==> src/rtl/alu_pkg.sv <==
// Shared definitions for the ALU request scheduler: opcodes, FSM state
// encoding, the response flag bundle and the signed-overflow rule.
package alu_pkg;

  localparam logic [1:0] OP_ADD  = 2'b00;
  localparam logic [1:0] OP_SUB  = 2'b01;
  localparam logic [1:0] OP_RSVD = 2'b10;
  localparam logic [1:0] OP_NEG  = 2'b11;

  localparam logic [1:0] IDLE = 2'b00;
  localparam logic [1:0] EXEC = 2'b01;
  localparam logic [1:0] RESP = 2'b10;

  typedef struct packed {
    logic carry;
    logic zero;
    logic ovf;
    logic a_gt;
    logic b_gt;
    logic eq;
  } rsp_flags_t;

  // Signed overflow from operand/result sign bits. Negate and the reserved
  // opcode never report overflow.
  function automatic logic calc_ovf(input logic [1:0] op, input logic a_msb,
                                    input logic b_msb, input logic r_msb);
    logic ovf;
    ovf = 1'b0;
    case (op)
      OP_ADD:  ovf = (a_msb == b_msb) && (r_msb != a_msb);
      OP_SUB:  ovf = (a_msb != b_msb) && (r_msb != a_msb);
      default: ovf = 1'b0;
    endcase
    return ovf;
  endfunction

endpackage

==> src/rtl/rr_arb2.sv <==
// Two-way round-robin arbiter. A lone requester always wins; on a tie the
// pointer holder wins, and the pointer moves to the loser once accepted.
module rr_arb2 #(
  parameter bit PRIO_RST = 1'b0
) (
  input  logic       clk,
  input  logic       rst,
  input  logic [1:0] req_i,
  input  logic       accept_i,
  output logic [1:0] gnt_o,
  output logic       gnt_id_o
);

  logic ptr_q, ptr_d;

  // Pick the winner and the pointer value to use after an accept.
  always_comb begin
    // NOTE: every combinational output gets a default first so no path
    // leaves it unassigned and infers a latch.
    gnt_id_o = 1'b0;
    gnt_o    = 2'b00;
    case (req_i)
      2'b01:   gnt_id_o = 1'b0;
      2'b10:   gnt_id_o = 1'b1;
      2'b11:   gnt_id_o = ptr_q;
      default: gnt_id_o = 1'b0;
    endcase
    if (|req_i) gnt_o = gnt_id_o ? 2'b10 : 2'b01;
    ptr_d = accept_i ? ~gnt_id_o : ptr_q;
  end

  // Priority pointer register.
  always_ff @(posedge clk) begin
    // NOTE: sequential state uses non-blocking assignments so every flop
    // samples the pre-edge values regardless of statement order.
    if (rst) ptr_q <= PRIO_RST;
    else     ptr_q <= ptr_d;
  end

endmodule

==> src/rtl/alu_req_sched.sv <==
// Two-requester scheduler for one shared 8-bit arithmetic unit: grant,
// register operands, drive the unit for one cycle, then hold the captured
// result and flags until the consumer takes them.
module alu_req_sched
  import alu_pkg::*;
#(
  parameter int WIDTH    = 8,
  parameter bit PRIO_RST = 1'b0
) (
  input  logic             clk,
  input  logic             rst,
  input  logic             req0_valid,
  output logic             req0_ready,
  input  logic [WIDTH-1:0] req0_a,
  input  logic [WIDTH-1:0] req0_b,
  input  logic [1:0]       req0_op,
  input  logic             req1_valid,
  output logic             req1_ready,
  input  logic [WIDTH-1:0] req1_a,
  input  logic [WIDTH-1:0] req1_b,
  input  logic [1:0]       req1_op,
  output logic             rsp_valid,
  input  logic             rsp_ready,
  output logic             rsp_id,
  output logic [WIDTH-1:0] rsp_result,
  output logic             rsp_carry,
  output logic             rsp_zero,
  output logic             rsp_ovf,
  output logic             rsp_a_gt,
  output logic             rsp_b_gt,
  output logic             rsp_eq,
  output logic [WIDTH-1:0] alu_a,
  output logic [WIDTH-1:0] alu_b,
  output logic [1:0]       alu_op,
  input  logic [WIDTH-1:0] alu_result,
  input  logic             alu_carry,
  input  logic             alu_a_bigger,
  input  logic             alu_b_bigger,
  input  logic             alu_eq,
  output logic             busy
);

  logic [1:0]       state_q, state_d;
  logic [WIDTH-1:0] opa_q, opa_d, opb_q, opb_d;
  logic [1:0]       op_q, op_d;
  logic             id_q, id_d;
  logic             rsp_valid_q, rsp_valid_d;
  logic             rsp_id_q, rsp_id_d;
  logic [WIDTH-1:0] rsp_result_q, rsp_result_d;
  rsp_flags_t       rsp_flags_q, rsp_flags_d;

  logic       in_idle;
  logic [1:0] arb_req;
  logic [1:0] gnt;
  logic       gnt_id;
  logic       accept;

  // Requests are only visible to the arbiter in IDLE, so ready (and the
  // pointer update) can never fire while an operation is in flight.
  assign in_idle = (state_q == IDLE);
  assign arb_req = in_idle ? {req1_valid, req0_valid} : 2'b00;
  assign accept  = |gnt;

  rr_arb2 #(.PRIO_RST(PRIO_RST)) u_arb (
    .clk      (clk),
    .rst      (rst),
    .req_i    (arb_req),
    .accept_i (accept),
    .gnt_o    (gnt),
    .gnt_id_o (gnt_id)
  );

  assign req0_ready = gnt[0];
  assign req1_ready = gnt[1];

  // Next-state logic: grant/latch in IDLE, capture in EXEC, drain in RESP.
  always_comb begin
    state_d      = state_q;
    opa_d        = opa_q;
    opb_d        = opb_q;
    op_d         = op_q;
    id_d         = id_q;
    rsp_valid_d  = rsp_valid_q;
    rsp_id_d     = rsp_id_q;
    rsp_result_d = rsp_result_q;
    rsp_flags_d  = rsp_flags_q;
    case (state_q)
      IDLE: begin
        if (accept) begin
          opa_d   = gnt_id ? req1_a  : req0_a;
          opb_d   = gnt_id ? req1_b  : req0_b;
          op_d    = gnt_id ? req1_op : req0_op;
          id_d    = gnt_id;
          state_d = EXEC;
        end
      end
      EXEC: begin
        rsp_valid_d       = 1'b1;
        rsp_id_d          = id_q;
        rsp_result_d      = alu_result;
        rsp_flags_d.carry = alu_carry;
        rsp_flags_d.zero  = (alu_result == '0);
        rsp_flags_d.ovf   = calc_ovf(op_q, opa_q[WIDTH-1], opb_q[WIDTH-1],
                                     alu_result[WIDTH-1]);
        rsp_flags_d.a_gt  = alu_a_bigger;
        rsp_flags_d.b_gt  = alu_b_bigger;
        rsp_flags_d.eq    = alu_eq;
        state_d           = RESP;
      end
      RESP: begin
        if (rsp_ready) begin
          rsp_valid_d = 1'b0;
          state_d     = IDLE;
        end
      end
      default: state_d = IDLE;
    endcase
  end

  // State, operand and response registers; reset discards any in-flight op.
  always_ff @(posedge clk) begin
    if (rst) begin
      state_q      <= IDLE;
      opa_q        <= '0;
      opb_q        <= '0;
      op_q         <= 2'b00;
      id_q         <= 1'b0;
      rsp_valid_q  <= 1'b0;
      rsp_id_q     <= 1'b0;
      rsp_result_q <= '0;
      rsp_flags_q  <= '0;
    end else begin
      state_q      <= state_d;
      opa_q        <= opa_d;
      opb_q        <= opb_d;
      op_q         <= op_d;
      id_q         <= id_d;
      rsp_valid_q  <= rsp_valid_d;
      rsp_id_q     <= rsp_id_d;
      rsp_result_q <= rsp_result_d;
      rsp_flags_q  <= rsp_flags_d;
    end
  end

  // The operand register only changes on a grant, so the unit's inputs
  // switch on entry to EXEC and hold their last values otherwise.
  assign alu_a      = opa_q;
  assign alu_b      = opb_q;
  assign alu_op     = op_q;

  assign rsp_valid  = rsp_valid_q;
  assign rsp_id     = rsp_id_q;
  assign rsp_result = rsp_result_q;
  assign rsp_carry  = rsp_flags_q.carry;
  assign rsp_zero   = rsp_flags_q.zero;
  assign rsp_ovf    = rsp_flags_q.ovf;
  assign rsp_a_gt   = rsp_flags_q.a_gt;
  assign rsp_b_gt   = rsp_flags_q.b_gt;
  assign rsp_eq     = rsp_flags_q.eq;
  assign busy       = !in_idle;

endmodule

==> config.mk <==
export PLATFORM = sky130hd
export DESIGN_NAME = alu_req_sched
export DESIGN_NICKNAME = d
export VERILOG_FILES = /design/src/rtl/alu_pkg.sv /design/src/rtl/rr_arb2.sv /design/src/rtl/alu_req_sched.sv
export SDC_FILE = /design/constraint.sdc
export NUM_CORES = 1
export LEC_CHECK = 0
export CAP_MARGIN = 5
export CORE_MARGIN = 3
export CORE_UTILIZATION = 35
export DETAILED_ROUTE_END_ITERATION = 12
export PLACE_DENSITY = 0.79
export SYNTH_ARGS = -nofsm -noshare
export SYNTH_HDL_FRONTEND = slang
export SYNTH_HIERARCHICAL = 1
export SYNTH_SLANG_ARGS = --single-unit
==> constraint.sdc <==
create_clock -name clk -period 1.88 [get_ports clk]
set_input_delay 0.282 -clock clk [delete_from_list [all_inputs] [get_ports clk]]
set_output_delay 0.282 -clock clk [all_outputs]
set_load 0.01 [all_outputs]
Yosys cells after proc, flatten, opt, wreduce, memory -nomap -nowiden --
Cells that the tools add are included.
Word-level totals: register bits 38, logic and storage cells 51, input bits 53
Cells by class: reduce and logical (&&, ||, !) cells 12, equality and inequality tests 10, mux-type cells 13, bitwise gates (word level) 1
Operators by type and width (number):
- $mux W8 | 2
- $mux W2 | 6
- $logic_not A8 Y1 | 1
- $eq A2 B2 Y1 const B | 3
- $pmux W1 S2 | 3
- $pmux W2 S3 | 1
- $reduce_and A2 Y1 | 3
- $eq A2 B1 Y1 const B | 2
- $logic_not A2 Y1 | 2
- $reduce_or A2 Y1 | 2
- $logic_and A1 B1 Y1 | 2
- $ne A1 B1 Y1 | 2
- $ne A2 B1 Y1 const B | 1
- $ne A2 B2 Y1 const B | 1
- $reduce_bool A2 Y1 | 1
- $eq A1 B1 Y1 | 1
- $logic_not A1 Y1 | 1
- $mux W1 | 1
- $not A1 Y1 | 1

Logic depth before layout (Yosys ltp) --
Gate-level depths: netlist of the first run.
depth in word-level cells 9, gate-level depth with buffers 10, depth with buffers taken out 8

Hierarchy --
The synthesis of the first run kept the hierarchy.
By module, submodules not included:
- alu_req_sched | area an instance 1620.3 µm², cells each 174, times used 1
- rr_arb2 | area an instance 75.1 µm², cells each 7, times used 1

Least setup slack after synthesis of the first run --
Ideal clock, no wire load.
path kind register to register, from register state_q[0], to register u_arb.ptr_q, stages on the path, launching flop included 10, data arrival time 1961 ps, path slack -170 ps, data required time 1792 ps, setup time 88 ps, path buffers 2, cells stage by stage dfxtp_1 > nor2_2 > buf_2 > and2_1 > a21boi_0 > nor2_1 > inv_1 > buf_2 > nor2_1 > a311oi_2
On the way: cells in the longest elaborated chain, start to end 7, elaborated cells on any way between the ends 10
RTL lines:
- start: declaration | RTL line alu_req_sched.sv:43 | logic [1:0] state_q, state_d;
- start signal: assignment | RTL line alu_req_sched.sv:133 | state_q <= state_d;
- $logic_not A2 Y1 * | RTL line alu_req_sched.sv:60 | assign in_idle = (state_q == IDLE);
- $mux W2 * | RTL line alu_req_sched.sv:61 | assign arb_req = in_idle ? {req1_valid, req0_valid} : 2'b00;
- named net arb_req[0] | RTL line alu_req_sched.sv:53 | logic [1:0] arb_req;
- $eq A2 B2 Y1 | RTL line rr_arb2.sv:22 | case (req_i)
- $pmux W1 S2 | RTL line rr_arb2.sv:22
- $mux W2 | RTL line rr_arb2.sv:28 | if (|req_i) gnt_o = gnt_id_o ? 2'b10 : 2'b01;
- $mux W2 * | RTL line rr_arb2.sv:28
- named net req0_ready | RTL line alu_req_sched.sv:13 | output logic req0_ready,
- $reduce_or A2 Y1 * | RTL line alu_req_sched.sv:62 | assign accept = |gnt;
- named net accept | RTL line alu_req_sched.sv:56 | logic accept;
- end signal: assignment | RTL line rr_arb2.sv:37 | else ptr_q <= ptr_d;
- end: declaration | RTL line rr_arb2.sv:14 | logic ptr_q, ptr_d;
Mark *: on every way through the listed nets, which the timed path passes. The rest lies on a longest branch. A chain may end at the register's enable or synchronous reset.

Worst setup path after layout of the first run --
from register state_q[1], to output port req1_ready
On the way: cells in the longest elaborated chain, start to end 6, elaborated cells on any way between the ends 8
RTL lines:
- $logic_not A2 Y1 * | RTL line alu_req_sched.sv:60
- $mux W2 * | RTL line alu_req_sched.sv:61
- named net arb_req[0] | RTL line alu_req_sched.sv:53
- $eq A2 B2 Y1 | RTL line rr_arb2.sv:22
- $pmux W1 S2 | RTL line rr_arb2.sv:22
- $mux W2 | RTL line rr_arb2.sv:28
- $mux W2 * | RTL line rr_arb2.sv:28
- end: declaration | RTL line alu_req_sched.sv:18 | output logic req1_ready,
Marks and branches as above.

==> results.sh, run 1 <==
export IMPL_globalplace_congestion=0.7123
export IMPL_startpoint_type="flip-flop"
export IMPL_dieArea_um2=5715
export IMPL_syn_cell_area_um2=1695
export IMPL_synth_top_area_share_pct=44.87
export IMPL_dpl_hpwl_um=3516
export IMPL_numPortBuffers=89
export IMPL_ys_seq_area_share_pct=44.87
export IMPL_overflow=0
export IMPL_rrSetupSlack_ns=0.11
export IMPL_finalCritPeriodShare_pct=96.03
export IMPL_fp_coreArea_um2=4504
export IMPL_clkPwrFrac_pct=18.2
export IMPL_cts_tree="built"
export IMPL_die_x_um=75.60
export IMPL_fmax_ghz=0.5539
export IMPL_swShare_pct=34.37
export IMPL_timing_final_ws_setup_ns=0.07472
export IMPL_yosys_warnings=6
export IMPL_drv_slew=0
export IMPL_clock_latency_ns=0.29
export IMPL_cp_max_fo=6
export IMPL_setup_viol=0
export IMPL_worst_pin_slew_ns=0.5776
export IMPL_grt_first_pass_wirelength_um=7369
export IMPL_drv_cap=0
export IMPL_fin_area_um2=2755
export IMPL_remaining_drc_errors=0
export IMPL_endpoint="req1_ready"
export IMPL_arrival_ns=1.52
export IMPL_endpoint_kind="output pin"
export IMPL_grt_use_total_pct=16.83
export IMPL_drtAntennaViolNets=0
export IMPL_final_cell_mix="85 x clkdlybuf4s50_1, 37 x dfxtp_1, 35 x a21oi_1, 28 x nand2_1, 19 x mux2i_1"
export IMPL_cts_htree_levels=2
export IMPL_power_density_nw_per_um2=1057
export IMPL_r2r_end="alu_b[5]"
export IMPL_p_leak_nw=1.019
export IMPL_grt_start_max_net_pins=31
export IMPL_netlist_instances=181
export IMPL_start_util_pct=37.64
export IMPL_peakVddDrop_mv=0.5473
export IMPL_drive_gt1_share_pct=14.91
export IMPL_rsz0062_at_grt="no"
export IMPL_finClkSkew_ns=0.008685
export IMPL_crit_type="reg -> out"
export IMPL_pwr_share_comb_pct=45.0
export IMPL_place_inst=319
export IMPL_fin_cells=327
export IMPL_cts_buffers=5
export IMPL_vias=1658
export IMPL_dieHeight_um=75.60
export IMPL_syn_to_final_growth_pct=62.51
export IMPL_p_int_mw=1.912
export IMPL_fillCellCount=422
export IMPL_clk_path_buf_depth=2
export IMPL_r2r_cells=5
export IMPL_fin_nets=328
export IMPL_seq_power_share_pct=36.7
export IMPL_path_clk_slew_ns=0.08
export IMPL_routed_wl_um=4801
export IMPL_switchingPower_mw=1.001
export IMPL_r2r_start="state_q[1]"
export IMPL_yosys_top_cells_area="dfxtp_1 45%, mux2i_1 11%, a21oi_1 10%"
export IMPL_slew_headroom_pct=61.49
export IMPL_io_pins=90
export IMPL_worstSetupStartpoint="state_q[1]"
export IMPL_syn_area_per_cell_um2=9.367
export IMPL_cts_sinks=38
export IMPL_place_ws_ns=-0.1858
export IMPL_antenna_found_initial=0
export IMPL_layout_commonest_cell="clkdlybuf4s50_1"
export IMPL_row_count=24
export IMPL_min_period_ns=1.805
export IMPL_drtPass1Iterations=4
export IMPL_crit_required_ns=1.60
export IMPL_ys_seq_elements=38
export IMPL_vias_per_cell=5.070
export IMPL_postCtsSetupBuffers=0
export IMPL_post_dp_cell_area_um2=2656
export IMPL_hold_violations=0
export IMPL_grt_pass1_vias=1675
export IMPL_wl_per_cell_um=14.68
export IMPL_synth_nets=234
export IMPL_holdWs_ns=0.4566
export IMPL_status="completed"
export IMPL_n_antenna_cell=0
export IMPL_yosysTopAreaCell="dfxtp_1"
export IMPL_hold_path_class="reg -> reg"
export IMPL_drt_iter0_drc=70
export IMPL_synth_distinct_cells=32
export IMPL_cts_root_buf="clkbuf_8"
[sequential cells by signal, indices dropped and copies added (netlist names), 2 cells and up]
register,flops
alu_op,2
alu_b,8
alu_a,8
state_q,2
rsp_result,8
[critical path, stage by stage (launching register included)]
cell and delay, ns:
dfxtp_2 0.35, nor2_4 0.15, and2_4 0.17, nand2b_4 0.05, and2_2 0.21, dlygate4sd2_1 0.29
[synth_stat cells]
cell type	n
nor2_4	1
nand3_1	2
nand2_1	28
nor2_1	2
buf_6	2
inv_2	1
clkbuf_1	2
a211oi_1	9
or3b_1	1
and2b_1	1
and2_1	2
and2_2	2
a21boi_0	1
xnor2_1	1
a211oi_2	9
nor3_1	2
buf_2	7
nand2b_4	1
o41ai_1	1
mux2i_1	19
nor2b_1	3
nor4_1	2
nor2_2	1
nand2b_1	1
buf_1	1
a311oi_2	1
buf_4	2
a21oi_1	35
dfxtp_1	38
inv_1	1
nand3b_1	1
o21ai_0	1
[power groups by stage]
stage / registers, mW / clock network, mW / logic (mW)
floorplan: 1.14 / 0 / 0.665
global route: 1.09 / 0.574 / 1.41
global placement: 1.08 / 0 / 1.28
detailed placement: 1.08 / 0 / 1.30
CTS: 1.07 / 0.541 / 1.33
finish: 1.07 / 0.531 / 1.31
[what timing repair did]
| action | CTS | global route |
|---|---|---|
| cloned | 1 | 0 |
| gates resized for setup | 7 | 1 |
| setup endpoints to repair | 3 | 1 |
| hold buffers | 0 | 0 |
| pin swaps | 1 | 0 |
[area by class of cell]
cell class	instances	area [um2]	share of cell area, %
clock buffer	5	68.82	2.498
tap	52	65.06	2.361
timing repair buffer	101	977.2	35.47
sequential	38	762.0	27.66
clock inverter	2	10.01	0.3633
multi-input combinational	127	864.6	31.38
inverter	2	7.507	0.2725
[through the flow]
step / TNS, ns / power, mW / utilization [%]
6_report: 0 / 2.913 / 61.17
5_1_grt: 0 / 3.079 / 61.17
3_5_place_dp: -2.793 / 2.385 / 58.97
3_3_place_gp: -2.341 / 2.363 / 58.97
4_1_cts: 0 / 2.939 / 61.11
2_1_floorplan: 0 / 1.807 / -
[kinds of logic (layout without fill, tap and decap cells)]
logic type / count (synthesis) / in the layout / synth area share, %
xor+xnor: 1 / 1 / 0.5167
flops: 38 / 38 / 44.87
simple gates: 50 / 50 / 14.91
mux: 19 / 19 / 11.22
compound gates: 57 / 57 / 23.10
buf+inv: 16 / 110 / 5.386
[per-layer routing]
metal | up-vias | track usage, % | routed length, um
li1 | 830 | - | -
met1 | 767 | 19.97 | 2081
met2 | 57 | 28.28 | 2279
met3 | 4 | 7.256 | 425
met4 | 0 | 3.689 | 15
met5 | - | 0 | 0
[worst min-delay path by stage]
| stage | endpoint | cells after the start | slack (ns) | start |
|---|---|---|---|---|
| global placement | rsp_b_gt | 2 | 0.44 | rsp_b_gt |
| global route | rsp_a_gt | 2 | 0.48 | rsp_a_gt |
| detailed placement | rsp_result[1] | 2 | 0.45 | rsp_result[1] |
| CTS | rsp_result[1] | 2 | 0.46 | rsp_result[1] |
| finish | rsp_result[1] | 2 | 0.46 | rsp_result[1] |
| floorplan | u_arb/ptr_q | 1 | 0.35 | rst |
No activity file was read; power rests on OpenSTA's default activity.
==> run 2, diff against run 1 <==
--- a/config.mk
+++ b/config.mk
@@ -6,10 +6,12 @@
 export NUM_CORES = 1
 export LEC_CHECK = 0
 export CAP_MARGIN = 5
-export CORE_MARGIN = 3
+export CORE_MARGIN = 4
 export CORE_UTILIZATION = 35
 export DETAILED_ROUTE_END_ITERATION = 12
+export HOLD_SLACK_MARGIN = 0.12
 export PLACE_DENSITY = 0.79
+export SLEW_MARGIN = 30
 export SYNTH_ARGS = -nofsm -noshare
 export SYNTH_HDL_FRONTEND = slang
 export SYNTH_HIERARCHICAL = 1
==> run 2 against run 1 <==
  * Non-clock buffer count decreased by 2
  * Flip-flop and latch count did not move
  * Clock power up 55%
  * Via count decreased by 1.8%
  * Routed wire length fell by 6.2%
  * First-iteration DRC count fell by 8.6%
  * Setup slack gained 0.035 ns
  * Cell area up 2.8%
  * Register-to-register slack gained 0.04 ns
  * Critical path depth is the same
==> results.sh, run 2 (synthesis gave the netlist of run 1 again) <==
export IMPL_hp_start="rsp_result[2]"
export IMPL_finClkSkew_ns=0.007262
export IMPL_hold_violations=0
export IMPL_grt_first_pass_wirelength_um=7369
export IMPL_rsz0062_at_grt="no"
export IMPL_hold_end="rsp_result[2]"
export IMPL_timing_final_ws_setup_ns=0.1098
export IMPL_fin_cells=341
export IMPL_drtAntennaViolNets=0
export IMPL_crit_required_ns=1.60
export IMPL_r2r_start="state_q[0]"
export IMPL_slowest_delay_ns=0.34
export IMPL_peakVddDrop_mv=0.6099
export IMPL_hold_depth=2
export IMPL_row_count=25
export IMPL_antenna_found_initial=0
export IMPL_remaining_drc_errors=0
export IMPL_arrival_ns=1.49
export IMPL_grt_use_total_pct=15.18
export IMPL_cts_htree_levels=2
export IMPL_syn_to_final_growth_pct=67.09
export IMPL_vias=1628
export IMPL_path_clk_slew_ns=0.08
export IMPL_place_inst=333
export IMPL_dieHeight_um=77.60
export IMPL_endpoint_kind="output pin"
export IMPL_r2r_cells=6
export IMPL_cts_root_buf="clkbuf_8"
export IMPL_grt_pass1_vias=1603
export IMPL_setup_viol=0
export IMPL_postCtsSetupBuffers=0
export IMPL_drv_cap=0
export IMPL_p_total_mw=3.193
export IMPL_r2r_end="alu_b[5]"
export IMPL_dieArea_um2=6022
export IMPL_cts_tree="built"
export IMPL_vias_per_cell=4.774
export IMPL_slew_headroom_pct=58.31
export IMPL_power_density_nw_per_um2=1127
export IMPL_rrSetupSlack_ns=0.15
export IMPL_place_ws_ns=-0.1348
export IMPL_p_leak_nw=1.041
export IMPL_drive_gt1_share_pct=14.60
export IMPL_hold_path_class="reg -> reg"
export IMPL_clock_latency_ns=0.29
export IMPL_status="completed"
export IMPL_cts_buffers=5
export IMPL_fp_coreArea_um2=4723
export IMPL_dpl_hpwl_um=3371
export IMPL_drt_iter0_drc=64
export IMPL_startpoint_type="flip-flop"
export IMPL_final_cell_mix="85 x clkdlybuf4s50_1, 37 x dfxtp_1, 35 x a21oi_1, 28 x nand2_1, 19 x mux2i_1"
export IMPL_routed_wl_um=4503
export IMPL_min_period_ns=1.770
export IMPL_clk_path_buf_depth=2
export IMPL_drv_slew=0
export IMPL_numPortBuffers=89
export IMPL_drtPass1Iterations=4
export IMPL_die_x_um=77.60
export IMPL_worst_pin_slew_ns=0.6254
export IMPL_cp_max_fo=3
export IMPL_ctsHoldBuffers=0
export IMPL_io_pins=90
export IMPL_finalCritPeriodShare_pct=94.16
export IMPL_n_antenna_cell=0
export IMPL_cts_sinks=38
export IMPL_slowest_stage="dfxtp_1"
export IMPL_fin_nets=326
export IMPL_grt_start_max_net_pins=29
export IMPL_overflow=0
export IMPL_fmax_ghz=0.5649
export IMPL_layout_commonest_cell="clkdlybuf4s50_1"
export IMPL_start_util_pct=35.89
export IMPL_globalplace_congestion=0.7259
export IMPL_crit_type="reg -> out"
export IMPL_crit_chain="nor2_4, and2_4, nand2b_4, and2_2, dlygate4sd2_1"
export IMPL_wl_per_cell_um=13.21
[run 2: cell count changes in the layout (fill, tap and decap cells not counted), sizes merged]
cell and delta:
buf -2, bufinv +2, clkinv -1
[run 2: how the worst max path moves through the flow]
stage,endpoint,cells past startpoint,slack [ns],from
2_1_floorplan,alu_b[7],10,0.03,state_q[0]
3_3_place_gp,alu_b[5],5,-0.11,req1_valid
3_5_place_dp,alu_b[6],5,-0.13,req1_valid
4_1_cts,busy,4,0.003,state_q[0]
5_1_grt,alu_b[5],6,0.01,state_q[1]
6_report,req1_ready,5,0.11,state_q[0]
[run 2: repair_timing]
action / in CTS / in global routing
setup endpoints to repair: 3 / 1
resized for setup: 7 / 1
hold endpoints to repair: 0 / 0
[run 2: worst max-delay path: cells and delay by family, from the launching register on]
kind,cells,cell delay (ns)
simple gates,4,0.57
flops,1,0.34
buf+inv,1,0.29
[run 2: metal layers]
metal  GRT usage (%)  wire length [um]  part of all wire (%)
met1           17.69              1933                    43
met4           5.516                74                   1.6
met5               0                 0                     0
met3           6.497               349                   7.8
met2           24.66              2145                    48
[run 2: layout make-up]
class	instances	area [um2]
fillers	420	1891
repair buffers	99	977.2
multi-input cells	127	864.6
flip-flops and latches	38	762.0
well taps	67	83.83
clock buffers	5	68.82
clock inverters	3	68.82
inverters	2	7.507
[run 2: stage by stage]
| stage | cell area [um2] | TNS [ns] | util [%] | hold slack [ns] |
|---|---|---|---|---|
| 6_report | 2833 | 0 | 59.97 | 0.4554 |
| 3_5_place_dp | 2680 | -2.363 | 56.74 | 0.4473 |
| 2_1_floorplan | 1709 | 0 | - | 0.3499 |
| 3_3_place_gp | 2680 | -1.834 | 56.74 | 0.4424 |
| 5_1_grt | 2833 | 0 | 59.97 | 0.4825 |
| 4_1_cts | 2830 | 0 | 59.92 | 0.4589 |
[run 2: power breakdown]
| part | total [mW] | leakage (nW) | switching [mW] | internal (mW) |
|---|---|---|---|---|
| Sequential | 1.07 | 0.313 | 0.0990 | 0.968 |
| Clock | 0.822 | 0.0683 | 0.290 | 0.531 |
| Combinational | 1.30 | 0.660 | 0.605 | 0.699 |
| Total | 3.19 | 1.04 | 0.994 | 2.20 |
==> run 3, diff against run 2 <==
--- a/config.mk
+++ b/config.mk
@@ -10,7 +10,8 @@
 export CORE_UTILIZATION = 35
 export DETAILED_ROUTE_END_ITERATION = 12
 export HOLD_SLACK_MARGIN = 0.12
-export PLACE_DENSITY = 0.79
+export MAX_ROUTING_LAYER = met4
+export PLACE_DENSITY = 0.76
 export SLEW_MARGIN = 30
 export SYNTH_ARGS = -nofsm -noshare
 export SYNTH_HDL_FRONTEND = slang
==> constraint.sdc (replaced) <==
create_clock -name clk -period 1.98 [get_ports clk]
set_input_delay 0.297 -clock clk [delete_from_list [all_inputs] [get_ports clk]]
set_output_delay 0.297 -clock clk [all_outputs]
set_load 0.01 [all_outputs]
==> run 3 against run 2 <==
  * Global-route usage down 0.11 points
  * Setup slack better by 0.011 ns
  * Sequential share of layout area up 0.73 points
  * Hold slack better by 0.00054 ns
  * Non-clock buffer count is 4 lower
  * Largest power group unchanged
  * Flip-flop and latch count unchanged
  * Register-to-register slack better by 0.02 ns
  * Clock power shrank 22%
  * Critical endpoint is now busy
  * Die area stayed put
  * Sequential power fell by 6%
  * First-iteration DRC count rose by 9.4%
==> results.sh, run 3 (synthesis gave the netlist of run 1 again) <==
export IMPL_cts_buffers=5
export IMPL_r2r_start="state_q[1]"
export IMPL_rsz0062_at_grt="no"
export IMPL_routed_wl_um=4405
export IMPL_hold_path_class="reg -> reg"
export IMPL_slew_headroom_pct=57.64
export IMPL_fin_nets=322
export IMPL_status="completed"
export IMPL_arrival_ns=1.56
export IMPL_die_x_um=77.60
export IMPL_startpoint_type="flip-flop"
export IMPL_final_cell_mix="86 x clkdlybuf4s50_1, 37 x dfxtp_1, 35 x a21oi_1, 28 x nand2_1, 19 x mux2i_1"
export IMPL_grt_start_max_net_pins=30
export IMPL_seq_power_share_pct=35.5
export IMPL_drive_gt1_share_pct=13.33
export IMPL_n_antenna_cell=0
export IMPL_worst_pin_slew_ns=0.6354
export IMPL_fmax_ghz=0.5379
export IMPL_pwr_share_comb_pct=41.9
export IMPL_post_dp_cell_area_um2=2629
export IMPL_r2r_end="alu_a[7]"
export IMPL_worstSetupStartpoint="state_q[1]"
export IMPL_io_pins=90
export IMPL_hp_start="rsp_result[2]"
export IMPL_dpl_hpwl_um=3298
export IMPL_min_period_ns=1.859
export IMPL_row_count=25
export IMPL_syn_to_final_growth_pct=62.66
export IMPL_globalplace_congestion=0.7425
export IMPL_dieArea_um2=6022
export IMPL_grt_use_total_pct=15.07
export IMPL_cts_htree_levels=2
export IMPL_numPortBuffers=89
export IMPL_tns_ns=0
export IMPL_crit_type="reg -> out"
export IMPL_wl_per_cell_um=13.07
export IMPL_hold_depth=2
export IMPL_vias_per_cell=4.688
export IMPL_hold_violations=0
export IMPL_dieHeight_um=77.60
export IMPL_setup_viol=0
export IMPL_p_leak_nw=0.9929
export IMPL_clock_latency_ns=0.29
export IMPL_overflow=0
export IMPL_antenna_found_initial=0
export IMPL_peakVddDrop_mv=0.5200
export IMPL_p_int_mw=1.922
export IMPL_drtPass1Iterations=4
export IMPL_clk_path_buf_depth=2
export IMPL_place_inst=329
export IMPL_clkPwrFrac_pct=22.5
export IMPL_power_density_nw_per_um2=1034
export IMPL_finClkSkew_ns=0.009787
export IMPL_cts_sinks=38
export IMPL_path_clk_slew_ns=0.08
export IMPL_cts_root_buf="clkbuf_8"
export IMPL_start_util_pct=35.89
export IMPL_vias=1580
export IMPL_r2r_cells=9
export IMPL_fillCellCount=423
export IMPL_crit_required_ns=1.68
export IMPL_fp_coreArea_um2=4723
export IMPL_hold_end="rsp_result[2]"
export IMPL_layout_commonest_cell="clkdlybuf4s50_1"
export IMPL_fin_cells=337
export IMPL_grt_first_pass_wirelength_um=7155
export IMPL_rrSetupSlack_ns=0.17
export IMPL_grt_pass1_vias=1502
export IMPL_remaining_drc_errors=0
export IMPL_switchingPower_mw=0.9295
export IMPL_drtAntennaViolNets=0
export IMPL_cts_tree="built"
export IMPL_drv_slew=0
export IMPL_endpoint_kind="output pin"
export IMPL_fin_area_um2=2758
export IMPL_swShare_pct=32.60
export IMPL_cp_max_fo=19
export IMPL_drt_iter0_drc=70
export IMPL_finalCritPeriodShare_pct=93.89
export IMPL_drv_cap=0
-- run 3: final cells by class --
cell class / count / area, um2 / share of cell area, %
Clock buffer: 5 / 68.82 / 2.495
Clock inverter: 3 / 40.04 / 1.452
Inverter: 2 / 7.507 / 0.2722
Multi-Input combinational cell: 127 / 859.6 / 31.17
Sequential cell: 38 / 762.0 / 27.63
Tap cell: 67 / 83.83 / 3.040
Timing Repair Buffer: 95 / 935.9 / 33.94
-- run 3: how the worst max path moves through the flow --
stage / endpoint / slack [ns] / cells past startpoint
2_1_floorplan: alu_b[7] / 0.04 / 10
3_3_place_gp: req0_ready / -0.09 / 4
3_5_place_dp: alu_b[3] / -0.08 / 5
4_1_cts: busy / 0.03 / 4
5_1_grt: busy / 0.01 / 4
6_report: busy / 0.12 / 4
-- run 3: through the flow --
| step | utilization, % | setup slack, ns | hold slack [ns] | total power, mW |
|---|---|---|---|---|
| 3_5_place_dp | 55.66 | -0.08240 | 0.4465 | 2.218 |
| 4_1_cts | 58.23 | 0.03128 | 0.4573 | 2.875 |
| 3_3_place_gp | 55.66 | -0.08529 | 0.4421 | 2.203 |
| 2_1_floorplan | - | 0.04498 | 0.3649 | 1.704 |
| 5_1_grt | 58.38 | 0.01126 | 0.4761 | 3.035 |
| 6_report | 58.38 | 0.1209 | 0.4559 | 2.851 |
-- run 3: timing repair --
item | CTS | global route
resized for setup | 7 | 2
hold buffers | 0 | 0
gates cloned | 0 | 0
endpoints found under the setup margin | 3 | 1
buffers inserted | 0 | 0
hold endpoints to repair | 0 | 0
-- run 3: routing by layer --
layer  up-vias  track usage, %  wire, um
met4         0           2.669        31
met2        56           22.00      2000
met5         -               -         0
li1        819               -         -
met1       700           19.14      2002
met3         5           7.193       370
-- run 3: critical path, stage by stage, from the launching register on --
cell	delay (ns)
dfxtp_2	0.39
nor2_4	0.06
buf_8	0.16
inv_2	0.10
clkdlybuf4s50_1	0.56
-- run 3: power by group through the flow --
stage / logic, mW / registers [mW] / clock network (mW)
after global placement: 1.18 / 1.02 / 0
after detailed placement: 1.19 / 1.03 / 0
after floorplan: 0.620 / 1.08 / 0
after global routing: 1.30 / 1.03 / 0.703
after CTS: 1.20 / 1.01 / 0.659
final: 1.20 / 1.01 / 0.643
